### config.mk
export PLATFORM = sky130hd
export DESIGN_NAME = mio_arbiter
export DESIGN_NICKNAME = d
export VERILOG_FILES = /design/src/rtl/mio_arbiter.sv
export SDC_FILE = /design/constraint.sdc
export NUM_CORES = 1
export LEC_CHECK = 0
export ABC_AREA = 1
export CELL_PAD_IN_SITES_DETAIL_PLACEMENT = 0
export CELL_PAD_IN_SITES_GLOBAL_PLACEMENT = 1
export CORE_UTILIZATION = 27
export CTS_CLUSTER_DIAMETER = 120
export DETAILED_ROUTE_END_ITERATION = 16
export PLACE_DENSITY = 0.8
export SETUP_SLACK_MARGIN = 0.4
export SLEW_MARGIN = 25
export SYNTH_ARGS = -nofsm -noshare
export SYNTH_HDL_FRONTEND = slang
export SYNTH_SLANG_ARGS = --single-unit
### constraint.sdc
create_clock -name clk -period 1.9 [get_ports clk]
set_input_delay 0.285 -clock clk [delete_from_list [all_inputs] [get_ports clk]]
set_output_delay 0.285 -clock clk [all_outputs]
set_load 0.005 [all_outputs]
### src/rtl/mio_arbiter.sv
// Two-master arbiter for a shared memory/IO port. It runs an IDLE -> ACCESS -> DONE sequence and uses
// round-robin tie-breaking. Each transaction holds the port for MEM_LAT cycles and then pulses ready once.
module mio_arbiter #(
  parameter int unsigned MEM_LAT = 2
) (
  input  logic        clk,
  input  logic        reset,
  input  logic        cpu_req,
  input  logic        cpu_we,
  input  logic [31:0] cpu_addr,
  input  logic [31:0] cpu_wdata,
  output logic [31:0] cpu_rdata,
  output logic        cpu_ready,
  input  logic        dev_req,
  input  logic        dev_we,
  input  logic [31:0] dev_addr,
  input  logic [31:0] dev_wdata,
  output logic [31:0] dev_rdata,
  output logic        dev_ready,
  output logic        mem_en,
  output logic        mem_we,
  output logic [31:0] mem_addr,
  output logic [31:0] mem_wdata,
  input  logic [31:0] mem_rdata,
  output logic [1:0]  grant,
  output logic        busy
);

  typedef enum logic [1:0] {IDLE, ACCESS, DONE} state_t;

  localparam logic [3:0] CNT_INIT = 4'(MEM_LAT - 1);

  state_t      state_q, state_d;
  logic [3:0]  cnt_q, cnt_d;
  logic [1:0]  grant_q, grant_d;
  logic        last_dev_q, last_dev_d;
  logic [31:0] addr_q, addr_d;
  logic [31:0] wdata_q, wdata_d;
  logic        we_q, we_d;
  logic [31:0] cpu_rdata_q, cpu_rdata_d;
  logic [31:0] dev_rdata_q, dev_rdata_d;
  logic        pick_dev;

  always_comb begin
    state_d     = state_q;
    cnt_d       = cnt_q;
    grant_d     = grant_q;
    last_dev_d  = last_dev_q;
    addr_d      = addr_q;
    wdata_d     = wdata_q;
    we_d        = we_q;
    cpu_rdata_d = cpu_rdata_q;
    dev_rdata_d = dev_rdata_q;
    pick_dev    = 1'b0;
    case (state_q)
      IDLE: begin
        if (cpu_req || dev_req) begin
          // On a tie, the master that did not win last time gets the port.
          pick_dev = dev_req && (!cpu_req || !last_dev_q);
          grant_d  = pick_dev ? 2'b10 : 2'b01;
          addr_d   = pick_dev ? dev_addr  : cpu_addr;
          wdata_d  = pick_dev ? dev_wdata : cpu_wdata;
          we_d     = pick_dev ? dev_we    : cpu_we;
          cnt_d    = CNT_INIT;
          state_d  = ACCESS;
        end
      end
      ACCESS: begin
        if (cnt_q == 4'd0) begin
          if (!we_q) begin
            if (grant_q[1]) dev_rdata_d = mem_rdata;
            else            cpu_rdata_d = mem_rdata;
          end
          state_d = DONE;
        end else begin
          cnt_d = cnt_q - 4'd1;
        end
      end
      DONE: begin
        last_dev_d = grant_q[1];
        grant_d    = '0;
        state_d    = IDLE;
      end
      default: begin
        grant_d = '0;
        state_d = IDLE;
      end
    endcase
  end

  always_ff @(posedge clk) begin
    if (reset) begin
      state_q     <= IDLE;
      cnt_q       <= '0;
      grant_q     <= '0;
      last_dev_q  <= 1'b1;
      addr_q      <= '0;
      wdata_q     <= '0;
      we_q        <= 1'b0;
      cpu_rdata_q <= '0;
      dev_rdata_q <= '0;
    end else begin
      state_q     <= state_d;
      cnt_q       <= cnt_d;
      grant_q     <= grant_d;
      last_dev_q  <= last_dev_d;
      addr_q      <= addr_d;
      wdata_q     <= wdata_d;
      we_q        <= we_d;
      cpu_rdata_q <= cpu_rdata_d;
      dev_rdata_q <= dev_rdata_d;
    end
  end

  assign mem_en    = (state_q == ACCESS);
  assign mem_we    = (state_q == ACCESS) && we_q;
  assign mem_addr  = addr_q;
  assign mem_wdata = wdata_q;
  assign cpu_rdata = cpu_rdata_q;
  assign dev_rdata = dev_rdata_q;
  assign cpu_ready = (state_q == DONE) && grant_q[0];
  assign dev_ready = (state_q == DONE) && grant_q[1];
  assign grant     = grant_q;
  assign busy      = (state_q != IDLE);

endmodule
==> reports/results.tsv, run 1 <==
metric	value	unit
DR DRC count	0	
die height	146	um
via count	6455	
cells after synthesis	728	
Final nets	1186	
post-DP HPWL	14600	um
unrepaired setup endpoints after global routing	yes	
CTS H-tree lvls	4	
slack of the worst reg-to-reg path	440	ps
area of the multi-input gates	0.00260	mm^2
sequential share of the synthesized area	49.0	%
Synth Area in Compound Gates	13.9	%
Cell Area, Synth	0.00564	mm^2
Worst-Skew Late Latency	420	ps
Routability Congestion	0.777	
# rows	52	
Initial Util	27.7	%
Synth Flop Type	dfxtp_1	
Die Footprint	0.0215	mm^2
Synth area leaders	dfxtp_1 (49%), a31oi_1 (7.2%), nand4_1 (7.2%), nor2_1 (7.2%), nand3_1 (6.2%)	
count of final hold-check violations	0	
layout cells sized above 1	14.1	%
Critical Path Source Type	flip-flop	
Syn Area/Cell	7.74	um^2
deepest clock path buffer count	2	
core area	0.0204	mm^2
# setup viols final	0	
DR pass1 iterations	7	
FMAX	675	MHz
fillers	2021	
PwrDens	949	mW/mm^2
WL met3	1590	um
GRT Util Overall	19.7	%
final setup TNS	0	ps
worst path arrival time	1200	ps
Peak VDD IR	613	uV
Unique masters post-synth	24	
Max Slew Vio Count	0	
first-pass GRT wire length	33000	um
post-layout util	47.9	%
I/O pins	301	
final period utilization	78.0	%
XOR/XNOR Fraction of Synth Area	0	%
Post-Route WL	22000	um
final worst path period need	1480	ps
Area Growth Syn to Fin	73.1	%
syn_nets	895	
clk sink count	138	
crit-path leading delay family	flip-flops	
CTS tree	built	
die width	146	um
Max-Cap Viols	0	
Ys Warns	0	
antenna violations before repair	1	
cell with the most instances after synthesis	dfxtp_1	
largest net degree at the start of global routing	74	
vias per inst	4.95	
clock skew	9.73	ps
critical path's slowest cell	dfxtp_4	
IO buf count	300	
CTS root buffer	clkbuf_16	
Power Total	9.26	mW
grt total ovfl	0	
ys async rst share	0	%
Worst Hold Class	input pin to flip-flop	
Hold Slack	352	ps
area share of the leading cell type in the synthesized netlist	49.0	%
Yosys reg bits	138	
critical-path cell list	nor2_4 > inv_2 > nor2_2 > buf_2	
leakage	4.12	nW
mean routed wirelength per cell	16.9	um
pin slew with the least headroom to its limit	382	ps
leading area contributor after synthesis	dfxtp_1	
CP Buf/Inv Count	2	
top sig layer	met4	
Slew HR	74.5	%
Sequential Area	0.00281	mm^2
DP Worst Slack	153	ps
CP max FO	4	
type of the worst setup path	flip-flop to primary output	
commonest cells in the netlist	dfxtp_1 (138), nor2_1 (108), nand2_1 (80), nand3_1 (70)	
Critical Path RT	1620	ps
vias in the first global route	6021	
adder-cell share of the synthesized area	0.222	%
worst setup margin	418	ps
status	finished clean	
Setup crit end kind	primary output	
largest family of logic cells by synthesized area	simple AND/OR/NAND/NOR gates	
Num CTS Buffers	17	
EDFF count, synth	0	
clk slew on worst S/H paths	60	ps
critical path's largest stage delay	370	ps
Post-Synth Simple-Gate Area	30.0	%
mux share of post-synthesis cell area	0	%
Routed Antenna Nets	0	
M1 WL	9420	um
drt initial violations	268	
met2 wire len	10600	um
## repair_timing
item                                    in CTS  in global routing
endpoints found under the setup margin     191                118
cloned                                       0                  4
pin swaps                                    1                 14
hold buffers                                 0                  0
resized for setup                          178                 39
setup buffers                                2                 13
## worst min-delay path, cell delays in order
cell and delay [ps]:
buf_2 120, buf_12 180, nor2_1 120
## cell usage in the layout, fill, tap and decap left out, types with 8 or more instances in the layout
master           count
o21ai_0             34
nand3_1             69
clkbuf_16           20
o21ai_1             25
nor2_1             105
nand2_1             77
a31oi_1             65
dfxtp_1            106
buf_12              12
nor3_1              34
clkdlybuf4s50_1    163
o21ai_2              8
nand4_1             65
inv_1                8
dfxtp_2             31
buf_4               25
dlygate4sd2_1      130
## final timing paths
| kind | from | end | cells after the start |
|---|---|---|---|
| worst min register to register | cpu_rdata[11] | cpu_rdata[11] | 2 |
| worst min-delay path | reset | cnt_q[2] | 3 |
| worst max-delay path | state_q[1] | mem_we | 4 |
| worst max register to register | cnt_q[0] | dev_rdata[31] | 8 |
## stage by stage
step | area, um^2 | instances
2_1_floorplan | 5640 | 728
3_3_place_gp | 9000 | 1251
3_5_place_dp | 9000 | 1251
4_1_cts | 9470 | 1285
5_1_grt | 9760 | 1303
6_report | 9760 | 1303
## flip-flops by register name, summed over array words and instances, names as in the netlist
signal      flops
cnt_q           4
cpu_rdata      32
dev_rdata      32
grant           2
last_dev_q      1
mem_addr       32
mem_wdata      32
state_q         2
we_q            1
## where the power goes
group,internal (mW),switching [mW]
clock network,1.90,1.45
logic,1.21,1.26
registers,3.25,0.189
## metal layers
layer | vias up | track usage (%)
met1 | 2974 | 24.5
met2 | 283 | 32.4
li1 | 3172 | -
met4 | 0 | 7.03
met3 | 26 | 5.47
met5 | - | 0
## kinds of logic after synthesis
group,after synthesis
adders and majority gates,1
buffers and inverters,86
and+or+nand+nor,364
AOI/OAI and AO/OA,139
DFF,138
## final cells by class
class | count | area share, %
Timing Repair Buffer | 345 | 34.6
Multi-Input combinational cell | 504 | 26.6
Clock inverter | 14 | 1.53
Antenna cell | 1 | 0.0257
Clock buffer | 18 | 4.50
Inverter | 13 | 0.551
Sequential cell | 138 | 28.8
Tap cell | 270 | 3.46
No activity file was read; power rests on OpenSTA's default activity.
==> inputs of run 2 (changes only) <==
--- a/config.mk
+++ b/config.mk
@@ -8,10 +8,10 @@
 export ABC_AREA = 1
 export CELL_PAD_IN_SITES_DETAIL_PLACEMENT = 0
 export CELL_PAD_IN_SITES_GLOBAL_PLACEMENT = 1
-export CORE_UTILIZATION = 27
+export CORE_UTILIZATION = 24
 export CTS_CLUSTER_DIAMETER = 120
 export DETAILED_ROUTE_END_ITERATION = 16
-export PLACE_DENSITY = 0.8
+export PLACE_DENSITY = 0.75
 export SETUP_SLACK_MARGIN = 0.4
 export SLEW_MARGIN = 25
 export SYNTH_ARGS = -nofsm -noshare
==> constraint.sdc (replaced) <==
create_clock -name clk -period 1.25 [get_ports clk]
set_input_delay 0.1875 -clock clk [delete_from_list [all_inputs] [get_ports clk]]
set_output_delay 0.1875 -clock clk [all_outputs]
set_load 0.005 [all_outputs]
==> run 2 against run 1 <==
Against the previous run:
- sequential share of layout area fell by 4.1 points
- cell area rose by 23%
- wire length rose by 18%
- first-iteration DRC count rose by 3.7%
- critical path depth rose by 5
- the run now ends with setup timing left
- largest power group is now combinational logic
- cell count rose by 12%
- combinational power rose to 2.6 times the previous value
- clock power rose by 47%
- global-route usage rose by 0.37 points
==> reports/results.tsv, run 2 (synthesis gave the netlist of run 1 again) <==
metric	value	unit	change
status	complete, but fails checks		
failing checks	setup timing		
Critical Path Source Type	flip-flop		
type of the worst setup path	flip-flop to flip-flop		
final non-filler cell total	1464		+12%
CTS root buffer	clkbuf_16		
fillers	2175		+7.6%
DR pass1 iterations	4		-3
Critical Path RT	1540	ps	-80 ps
# rows	55		+5.8%
FMAX	667	MHz	
Worst-Skew Late Latency	430	ps	about the same
busiest layer in global routing	met2		
antenna violations before repair	0		-1
DP Worst Slack	-374	ps	-527 ps
clock skew	12.2	ps	+2.49 ps
Max-Cap Viols	0		unchanged
IO buf count	300		unchanged
vias per inst	4.83		-2.5%
Final nets	1305		+10%
post-layout util	52.4	%	+4.5 points
mean routed wirelength per cell	17.7	um	+4.6%
PwrDens	1390	mW/mm^2	+47%
count of final hold-check violations	0		unchanged
worst setup margin	-248	ps	-666 ps
I/O pins	301		unchanged
final worst path period need	1500	ps	
post-DP HPWL	15100	um	+3.0%
met1 usage	23.6	%	-0.91 points
commonest non-fill, non-tap cells in the layout	clkdlybuf4s50_1 (163), dfxtp_2 (129), nor2_1 (106), buf_6 (105), buf_4 (88)		
Num CTS Buffers	17		unchanged
first-pass GRT wire length	37100	um	+12%
Worst Hold Class	input pin to flip-flop		
GRT Util Overall	20.0	%	+0.37 points
layout cells sized above 1	52.6	%	+39 points
DR DRC count	0		unchanged
Initial Util	24.7	%	-3.0 points
largest net degree at the start of global routing	74		unchanged
Slew HR	72.8	%	-1.8 points
Max Slew Vio Count	0		unchanged
leakage	4.97	nW	+21%
Die Footprint	0.0241	mm^2	+12%
die height	155	um	+6.0%
final period utilization	120	%	
CTS H-tree lvls	4		unchanged
deepest clock path buffer count	2		unchanged
met2 Use GR	34.4	%	+2.0 points
slack of the worst reg-to-reg path	-250	ps	-690 ps
via count	7071		+9.5%
grt total ovfl	0		unchanged
Power Total	16.6	mW	+80%
vias in the first global route	6602		+9.6%
met3 global-route usage	6.85	%	+1.4 points
CP max FO	6		+2
Area Growth Syn to Fin	112	%	
ant diodes	0		-1
pin slew with the least headroom to its limit	409	ps	+26.6 ps
final instance area	0.0120	mm^2	+23%
core area	0.0228	mm^2	+12%
post-place instance area	0.00947	mm^2	+5.3%
clk sink count	138		unchanged
Routability Congestion	0.756		-2.7%
clk slew on worst S/H paths	60	ps	about the same
Peak VDD IR	720	uV	+17%
Setup crit end kind	flip-flop		
placed insts	1330		+6.3%
CTS tree	built		
most common cell after layout, fill and taps aside	clkdlybuf4s50_1		
drt initial violations	278		+3.7%
Post-Route WL	25900	um	+18%
Routed Antenna Nets	0		unchanged
# setup viols final	142		+142
unrepaired setup endpoints after global routing	yes		
worst path arrival time	1790	ps	+590 ps
die width	155	um	+6.0%
[run 2: cell types whose count changed in the layout (fill, tap and decap cells not counted), moves of 19 or more]
cell	before	now
dlygate4sd2_1	130	0
buf_2	6	56
nand2_1	77	5
dfxtp_1	106	3
nor3_1	34	15
dfxtp_2	31	129
o21ai_0	34	13
buf_4	25	88
buf_6	6	105
nand2_4	1	25
nand2_2	2	49
[run 2: critical path, stage by stage, from the launching register on]
cell,delay (ps)
dfxtp_2,330
buf_6,110
buf_6,100
nor2_4,130
buf_12,130
o21ai_4,90
buf_12,180
buf_16,160
nand2_2,60
a31oi_1,70
[run 2: what timing repair did]
action                     4_1_cts  5_1_grt
buffers inserted                31       49
gates cloned                    14        8
hold buffers                     0        0
resized for setup              878      103
pin swaps                       31       75
setup endpoints to repair      273      273
[run 2: through the flow]
step           hold slack, ps  setup TNS [ps]
6_report                  149          -21420
5_1_grt                   164          -31470
4_1_cts                   132          -20280
3_5_place_dp              470          -27880
3_3_place_gp              462          -24630
2_1_floorplan             330               0
[run 2: power breakdown]
part / internal, mW / switching (mW)
registers: 5.02 / 0.368
clock network: 2.68 / 2.25
logic: 3.55 / 2.78
total: 11.2 / 5.41
[run 2: worst paths after layout]
| check | start | endpoint | cells after the start |
|---|---|---|---|
| max | state_q[0] | mem_addr[3] | 9 |
| min reg2reg | cpu_rdata[15] | cpu_rdata[15] | 2 |
| min | reset | cnt_q[0] | 4 |
| max reg2reg | state_q[0] | mem_addr[3] | 9 |
[run 2: final cells by class]
cell class | count | area [um^2] | area share [%]
Clock buffer | 18 | 439 | 3.67
Sequential cell | 138 | 2950 | 24.6
Tap cell | 313 | 392 | 3.27
Timing Repair Buffer | 464 | 4910 | 41.0
Clock inverter | 14 | 131 | 1.10
Multi-Input combinational cell | 504 | 3090 | 25.8
Inverter | 13 | 56.3 | 0.471
[run 2: layer usage]
metal / share of wire (%) / vias to the layer above / routed length [um]
met5: 0 / - / 0
met4: 1.8 / 0 / 456
met3: 8.6 / 29 / 2220
met2: 49 / 293 / 12800
met1: 40 / 3339 / 10400
li1: - / 3410 / -
==> inputs of run 3 (changes only) <==
--- a/config.mk
+++ b/config.mk
@@ -5,15 +5,14 @@
 export SDC_FILE = /design/constraint.sdc
 export NUM_CORES = 1
 export LEC_CHECK = 0
-export ABC_AREA = 1
 export CELL_PAD_IN_SITES_DETAIL_PLACEMENT = 0
 export CELL_PAD_IN_SITES_GLOBAL_PLACEMENT = 1
-export CORE_UTILIZATION = 24
+export CORE_UTILIZATION = 25
 export CTS_CLUSTER_DIAMETER = 120
 export DETAILED_ROUTE_END_ITERATION = 16
 export PLACE_DENSITY = 0.75
 export SETUP_SLACK_MARGIN = 0.4
-export SLEW_MARGIN = 25
+export SLEW_MARGIN = 40
 export SYNTH_ARGS = -nofsm -noshare
 export SYNTH_HDL_FRONTEND = slang
 export SYNTH_SLANG_ARGS = --single-unit
==> run 3 against run 2 <==
Against the previous run:
- the run still ends with setup timing left
- synthesized cell count up 1.1%
- clock skew down 1.0 ps
- hold slack worse by 64 ps
- combinational power down 22%
- register-to-register slack worse by 90 ps
- fmax down 5.5%
- cell count down 2.9%
- highest routed layer unchanged
==> reports/results.tsv, run 3 <==
metric	value	unit	change
status	complete, but fails checks		
failing checks	setup timing		
leakage	4.48	nW	-9.9%
R2R Path Start	cnt_q[1]		
Hold Slack	85.0	ps	-64.2 ps
clock skew	11.2	ps	-1.00 ps
unrepaired setup endpoints after global routing	yes		
launch point of the worst path	cnt_q[1]		
Peak VDD IR	781	uV	+8.5%
final worst path period need	1590	ps	+87.3 ps
mean routed wirelength per cell	19.7	um	+12%
I/O pins	301		unchanged
final non-filler cell total	1421		-2.9%
final period utilization	127	%	+7.0 points
Worst Hold Class	input pin to flip-flop		
Unique masters post-synth	38		+58%
Final nets	1256		-3.8%
Synth area leaders	dfxtp_1 (46%), nand4_1 (14%), o21ai_0 (9.8%), a31oi_1 (6.9%), a21oi_1 (5.7%)		
Internal	10.9	mW	-3.0%
# rows	56		+1.8%
syn_nets	903		+0.89%
Flop pwr share	32.4	%	about the same
die width	157	um	+1.2%
# setup viols final	142		unchanged
hold buffers post-CTS	0		unchanged
FMAX	631	MHz	-5.5%
commonest cells in the netlist	dfxtp_1 (138), nand4_1 (130), o21ai_0 (118), a21oi_1 (68), clkbuf_1 (67)		
sw frac	29.7	%	-2.7 points
worst setup margin	-336	ps	-87.3 ps
DR DRC count	0		unchanged
commonest non-fill, non-tap cells in the layout	clkdlybuf4s50_1 (162), dfxtp_2 (132), nand4_1 (130), buf_6 (124), o21ai_1 (84)		
vias per inst	5.29		+9.5%
grt total ovfl	0		unchanged
ant diodes	0		unchanged
ys async rst share	0	%	unchanged
Critical Path RT	1530	ps	about the same
clk sink count	138		unchanged
Num CTS Buffers	17		unchanged
Cell Area, Synth	0.00601	mm^2	+6.6%
Ys Warns	0		unchanged
cells after synthesis	736		+1.1%
count of final hold-check violations	0		unchanged
clk slew on worst S/H paths	60	ps	about the same
WL met3	2520	um	+13%
Initial Util	25.5	%	+0.85 points
CP max FO	16		+10
PwrDens	1310	mW/mm^2	-6.1%
first-pass GRT wire length	40400	um	+9.0%
Setup crit end kind	flip-flop		
combinational cell fraction of total power	31.8	%	-6.2 points
Worst-Skew Late Latency	420	ps	about the same
most common cell after layout, fill and taps aside	clkdlybuf4s50_1		
type of the worst setup path	flip-flop to flip-flop		
CTS tree	built		
Yosys reg bits	138		unchanged
via count	7515		+6.3%
deepest clock path buffer count	2		unchanged
Routed Antenna Nets	0		unchanged
post-DP HPWL	17500	um	+16%
P_sw	4.62	mW	-15%
CTS root buffer	clkbuf_16		
core area	0.0235	mm^2	+3.0%
GRT Util Overall	21.1	%	+1.1 points
Clock Power Share	35.9	%	+6.3 points
Area Growth Syn to Fin	97.9	%	
Power Total	15.5	mW	-6.7%
placed insts	1333		+0.23%
antenna violations before repair	1		+1
worst path arrival time	1870	ps	+80 ps
Critical Path Source Type	flip-flop		
Die Footprint	0.0247	mm^2	+2.3%
leading area contributor after synthesis	dfxtp_1		
vias in the first global route	7215		+9.3%
cell with the most instances after synthesis	dfxtp_1		
met2 wire len	13300	um	+4.1%
Post-Route WL	28000	um	+8.5%
Routability Congestion	0.778		+2.9%
Synth Flop Type	dfxtp_1		
area share of the leading cell type in the synthesized netlist	46.0	%	-3.0 points
drt initial violations	351		+26%
IO buf count	300		unchanged
EDFF count, synth	0		unchanged
Syn Area/Cell	8.16	um^2	+5.5%
Slew HR	72.4	%	-0.37 points
top sig layer	met4		
largest net degree at the start of global routing	82		+11%
layout cells sized above 1	44.7	%	-7.8 points
HP Start	reset		
sequential share of the synthesized area	46.0	%	-3.0 points
Max Slew Vio Count	0		unchanged
CTS H-tree lvls	4		unchanged
pin slew with the least headroom to its limit	414	ps	+5.56 ps
DR pass1 iterations	4		unchanged
Max-Cap Viols	0		unchanged
die height	157	um	+1.2%
M1 WL	11600	um	+11%
run 3: cell count changes after synthesis, moves of 4 or more:
cell / before / now
nand3_1: 70 / 66
nand4_1: 65 / 130
nand2_1: 80 / 1
buf_4: 5 / 1
nor3_1: 34 / 1
a21oi_1: 6 / 68
nor2_1: 108 / 4
o21ai_1: 30 / 12
clkbuf_1: 46 / 67
o21ai_0: 37 / 118
buf_2: 18 / 28
run 3: final timing paths:
check,endpoint,slack (ps),cells past startpoint
worst min register to register,cpu_rdata[6],460,2
worst max-delay path,cpu_rdata[7],-340,6
worst max register to register,cpu_rdata[7],-340,6
worst min-delay path,last_dev_q,80,2
run 3: what timing repair did:
action / CTS / global route
endpoints found under the setup margin: 273 / 273
resized for setup: 808 / 91
pin swaps: 80 / 62
endpoints found under the hold margin: 0 / 0
gates cloned: 11 / 7
setup buffers: 25 / 13
run 3: kinds of logic (layout without fill, tap and decap cells):
logic type / Yosys count / count (layout) / share of synthesized area [%]
AO/OA/AOI/OAI: 272 / 272 / 24.5
adder cells (fa/ha/maj): 1 / 1 / 0.208
buffers and inverters: 107 / 473 / 7.48
flip-flops: 138 / 138 / 46.0
AND/OR/NAND/NOR: 218 / 218 / 21.8
run 3: final cells by class:
class / count / area, um^2
Fill cell: 2255 / 11700
Timing Repair Buffer: 433 / 4820
Multi-Input combinational cell: 491 / 3060
Sequential cell: 138 / 2940
Clock buffer: 19 / 453
Tap cell: 319 / 399
Clock inverter: 13 / 180
Inverter: 8 / 35.0
run 3: power by group through the flow:
stage | sequential, mW | clock [mW] | combinational [mW]
after floorplan | 5.01 | 0 | 1.64
after global placement | 5.01 | 0 | 3.75
after detailed placement | 5.01 | 0 | 3.76
after CTS | 5.00 | 5.70 | 4.51
after global routing | 5.06 | 5.87 | 5.23
final | 5.02 | 5.57 | 4.94
run 3: per-layer routing:
metal	vias up	track usage, %
met2	345	34.6
met1	3565	26.3
li1	3560	-
met4	0	7.21
met3	45	6.31
met5	-	0
run 3: worst max-delay path, cell delays in order, from the launching register on:
cell and delay, ps:
dfxtp_2 330, inv_2 60, ha_4 130, or3b_4 480, clkbuf_16 220, o21ai_1 140
a21oi_1 80
run 3: metrics by stage:
step | utilization [%] | cell area (um^2) | setup TNS [ps] | worst slack [ps]
4_1_cts | 47.7 | 11200 | -32600 | -301
3_5_place_dp | 42.4 | 9980 | -26580 | -297
6_report | 50.5 | 11900 | -33830 | -336
2_1_floorplan | - | 6240 | -11550 | -206
3_3_place_gp | 42.4 | 9980 | -24090 | -252
5_1_grt | 50.5 | 11900 | -42540 | -383
